[src/rtl/emergency_preempt.sv]
// Conditions the emergency-vehicle sensor into a single all-stop level for both traffic lights.
// Sync + debounce, bounded hold window, and a cooldown so normal cycling always resumes.
module emergency_preempt #(
    parameter int unsigned DEB_CYCLES = 4,
    parameter int unsigned MIN_HOLD   = 20,
    parameter int unsigned MAX_HOLD   = 200,
    parameter int unsigned COOLDOWN   = 30,
    parameter int unsigned CNT_W      = 8
) (
    input  logic       clock,
    input  logic       reset_n,
    input  logic       siren_raw,
    input  logic       manual_req,
    output logic       emergency,
    output logic [2:0] state_o,
    output logic       timeout,
    output logic [7:0] preempt_count
);

    typedef enum logic [2:0] {
        StIdle     = 3'b000,
        StDebounce = 3'b001,
        StHold     = 3'b010,
        StCooldown = 3'b011
    } state_t;

    localparam logic [CNT_W-1:0] DebLast  = CNT_W'(DEB_CYCLES - 1);
    localparam logic [CNT_W-1:0] MinLast  = CNT_W'(MIN_HOLD - 1);
    localparam logic [CNT_W-1:0] MaxLast  = CNT_W'(MAX_HOLD - 1);
    localparam logic [CNT_W-1:0] CoolLast = CNT_W'(COOLDOWN - 1);

    state_t           state;
    logic [CNT_W-1:0] cnt;
    logic             sync1;
    logic             sync2;
    logic             req;

    // Two-flop synchroniser for the asynchronous sensor.
    always_ff @(posedge clock or negedge reset_n) begin
        if (!reset_n) begin
            sync1 <= 1'b0;
            sync2 <= 1'b0;
        end else begin
            sync1 <= siren_raw;
            sync2 <= sync1;
        end
    end

    assign req     = sync2 | manual_req;
    assign state_o = state;

    // emergency/timeout are decoded from the next state so they line up with the state register.
    always_ff @(posedge clock or negedge reset_n) begin
        if (!reset_n) begin
            state         <= StIdle;
            cnt           <= '0;
            emergency     <= 1'b0;
            timeout       <= 1'b0;
            preempt_count <= 8'd0;
        end else begin
            emergency <= 1'b0;
            timeout   <= 1'b0;
            unique case (state)
                StIdle: begin
                    if (req) begin
                        state <= StDebounce;
                        cnt   <= '0;
                    end
                end
                StDebounce: begin
                    if (!req) begin
                        state <= StIdle;
                        cnt   <= '0;
                    end else if (cnt == DebLast) begin
                        state     <= StHold;
                        cnt       <= '0;
                        emergency <= 1'b1;
                        if (preempt_count != 8'hFF) begin
                            preempt_count <= preempt_count + 8'd1;
                        end
                    end else begin
                        cnt <= cnt + 1'b1;
                    end
                end
                StHold: begin
                    if (cnt == MaxLast) begin
                        // A request that drops on this same edge is a normal release.
                        state   <= StCooldown;
                        cnt     <= '0;
                        timeout <= req;
                    end else if (cnt >= MinLast && !req) begin
                        state <= StCooldown;
                        cnt   <= '0;
                    end else begin
                        cnt       <= cnt + 1'b1;
                        emergency <= 1'b1;
                    end
                end
                StCooldown: begin
                    if (cnt == CoolLast) begin
                        state <= req ? StDebounce : StIdle;
                        cnt   <= '0;
                    end else begin
                        cnt <= cnt + 1'b1;
                    end
                end
                default: begin
                    state <= StIdle;
                    cnt   <= '0;
                end
            endcase
        end
    end

endmodule

[config.mk]
export PLATFORM = sky130hd
export DESIGN_NAME = emergency_preempt
export DESIGN_NICKNAME = d
export VERILOG_FILES = /design/src/rtl/emergency_preempt.sv
export SDC_FILE = /design/constraint.sdc
export NUM_CORES = 1
export LEC_CHECK = 0
export ABC_AREA = 1
export CAP_MARGIN = 5
export CORE_MARGIN = 5
export CORE_UTILIZATION = 51
export DETAILED_ROUTE_END_ITERATION = 6
export PLACE_DENSITY = 0.79
export SLEW_MARGIN = 25
export SYNTH_ARGS = -nofsm -noshare
export SYNTH_HDL_FRONTEND = slang
export SYNTH_SLANG_ARGS = --single-unit
[constraint.sdc]
create_clock -name clock -period 2 [get_ports clock]
set_clock_uncertainty 0.15 [all_clocks]
set_input_delay 0.3 -clock clock [delete_from_list [all_inputs] [get_ports clock]]
set_output_delay 0.3 -clock clock [all_outputs]
set_load 0.01 [all_outputs]
==> results of run 1 <==
area by class of cell:
| class | instances | area [µm²] | area share [%] |
|---|---|---|---|
| clock buffer | 3 | 22.5 | 1.36 |
| clock inverter | 1 | 30.0 | 1.81 |
| timing repair buffer | 18 | 173 | 10.4 |
| sequential | 22 | 551 | 33.3 |
| tap | 31 | 38.8 | 2.34 |
| multi-input combinational | 134 | 741 | 44.7 |
| inverter | 26 | 100 | 6.05 |
per-layer routing:
layer	vias up	global-route usage (%)	routed length, µm
met3	9	3.06	151
met5	-	0	0
li1	603	-	-
met4	0	6.37	66
met2	36	27.5	1420
met1	568	18.8	1270
per-stage QoR:
stage | total power, W | std cells | setup WS, ns
floorplan | 0.00108 | 185 | 0.469
global placement | 0.00130 | 231 | 0.246
detailed placement | 0.00133 | 231 | 0.185
CTS | 0.00169 | 235 | 0.170
global route | 0.00181 | 235 | 0.125
finish | 0.00168 | 235 | 0.174
flip-flops by register name, summed over array words and instances (netlist names):
name,cells
emergency,1
cnt,8
state_o,2
timeout,1
preempt_count,8
sync2,1
sync1,1
power by group through the flow:
stage	clock network (W)	registers, W	logic (W)
final	0.000350	0.000616	0.000710
after global routing	0.000388	0.000631	0.000796
after CTS	0.000357	0.000615	0.000715
after detailed placement	0	0.000624	0.000709
after global placement	0	0.000618	0.000685
after floorplan	0	0.000639	0.000441
synth_stat cells (3+ instances only):
cell	n
nor2_2	5
xor2_1	5
dfrtp_1	22
nor3_1	3
nor2_4	5
nand3_1	15
nor2_1	13
nand4_1	3
xnor2_1	3
ha_1	8
nand2_2	3
inv_1	24
nand2_1	60
o21ai_1	4
cell families after synthesis:
kind of cell               after synthesis
AOI/OAI and AO/OA                        6
xor gates and xnor gates                 8
adders and majority gates                8
buffers and inverters                   29
DFF                                     22
other                                    1
and+or+nand+nor                        111
worst max path at each step:
stage | from | endpoint | cells past startpoint
2_1_floorplan | preempt_count[0] | preempt_count[2] | 9
3_3_place_gp | manual_req | preempt_count[2] | 10
3_5_place_dp | manual_req | preempt_count[2] | 10
4_1_cts | preempt_count[3] | preempt_count[3] | 1
5_1_grt | preempt_count[3] | preempt_count[3] | 1
6_report | preempt_count[3] | preempt_count[3] | 1
==> metrics.md, run 1 <==
| Metric | Value |
|---|---|
| Die X | `62.7 µm` |
| Critical Path Start Type | `flop` |
| Mapped Area | `0.00142 mm²` |
| Clk root buf | `clkbuf_4` |
| Main combinational cell family by area after synthesis | `simple AND/OR/NAND/NOR gates` |
| Design Area, Final | `0.00166 mm²` |
| Nature of the critical path endpoint | `output pin` |
| Antenna cells | `0` |
| Overall routing resource usage | `15.8%` |
| Num ports | `17` |
| First-pass DRT Iterations | `4` |
| CTS tree | `yes` |
| Avg Inst Size Synth | `7.65 µm²` |
| Leading cell type in the layout, fill and taps excluded | `nand2_1` |
| Worst Setup Path Type | `flop to output pin` |
| Top Family by Delay on Critical Path | `buffers and inverters` |
| Worst-path maximum fanout | `6` |
| Max Cap Violations | `0` |
| Final core utilization | `61.1%` |
| Setup Fix Bufs, Post-CTS | `0` |
| Global-route wire length before repair | `5050 µm` |
| Max-slew violations | `0` |
| Grt ovf | `0` |
| Antenna Violating Nets Remaining | `0` |
| Post_cts resized | `0` |
| Register share of total power | `36.8%` |
| Max stage delay on crit path | `0.58 ns` |
| PortBufs | `15` |
| Status | `finished, final reports clean` |
| Area share of the leading cell type in the synthesized netlist | `38.9%` |
| Post-Synthesis Cells | `185` |
| Chip Height | `62.7 µm` |
| Netlist cell types | `26` |
| DIE AREA | `0.00393 mm²` |
| Num rows | `19` |
| Comb pwr share | `42.4%` |
| Worst path required time | `1.55 ns` |
| Worst Path Arrival | `1.38 ns` |
| Layout cells sized above 1 | `11.8%` |
| Multiplexer share of the synthesized area | `0%` |
| CTS buffer count | `3` |
| Top_reg_cell synth | `dfrtp_1` |
| Synth Area in Compound Gates | `2.48%` |
| CORE AREA | `0.00271 mm²` |
| Antenna violations before repair | `0` |
| Final TNS setup | `0 ns` |
| Final hold violations | `0` |
| Worst hold slack | `0.164 ns` |
| Max Clk Rate | `548 MHz` |
| Initial DRC count | `62` |
| Switching share of power | `38.1%` |
| Fraction of registers with async set/reset | `100%` |
| Most frequent cells in the layout | `nand2_1 (60), inv_1 (24), dfrtp_1 (22)` |
| Routed vias | `1216` |
| Setup violators final | `0` |
| Final WL | `2910 µm` |
| CP Cell Sequence | `clkdlybuf4s50_1` |
| Simple-gate share of the synthesized area | `37.6%` |
| CTS max path bufs | `2` |
| FF+latch count, synth | `22` |
| Clock network fraction of design power | `20.9%` |
| Period utilisation layout | `91.3%` |
| Clk slew on worst S/H paths | `0.14 ns` |
| Synth Area in XOR/XNOR | `4.95%` |
| H-tree depth | `1` |
| DP HPWL | `2180 µm` |
| Area Growth Syn to Fin | `17.0%` |
| Adder-cell share of the synthesized area | `7.07%` |
| R2r worst-path depth | `10` |
| Vias in the first global route | `1152` |
| Tightest Hold Check Type | `input pin to asynchronous set/reset pin` |
| Syn Nets | `197` |
| P_leak | `0.846 nW` |
| Number of synthesized flops with an enable pin | `0` |
| Final #Nets | `217` |
| Clk_lat worst skew | `0.32 ns` |
| FF-to-FF Start | `cnt[0]` |
| Largest net degree at the start of global routing | `23` |
| Crit path time final | `1.83 ns` |
| Power per cell area | `1010 mW/mm²` |
| Initial Utilization | `52.2%` |
| DR vias/cell | `5.17` |
| P_int | `0.00104 W` |
| Register area share after synthesis | `38.9%` |
| Clock tree sinks | `22` |
| DRC viols | `0` |
| YS warnings | `0` |
| Hold_buf cts | `0` |
| RR Endpoint | `cnt[6]` |
| Fillers | `241` |
| Post-DP Area | `0.00160 mm²` |
| Largest area contributor in the netlist | `dfrtp_1` |
| Gpl congestion | `0.922` |
| Synth area leaders | `dfrtp_1 (39%), nand2_1 (16%), ha_1 (7.1%)` |
| Buf/Inv on CP | `1` |
| NetSw | `0.000638 W` |
| Worst R2R Setup Slack | `0.25 ns` |
| CP max-delay cell | `clkdlybuf4s50_1` |
| Wire per inst | `12.4 µm` |
| RSZ-0062 raised after global routing | `no` |
| Maximum vdd drop | `858 µV` |
No activity file was read; power rests on OpenSTA's default activity.
==> run 2, diff against run 1 <==
Settings changed: CTS_CLUSTER_SIZE set to 28.
==> results of run 2 <==
The final DEF is identical to that of run 1; final timing and power are the same.
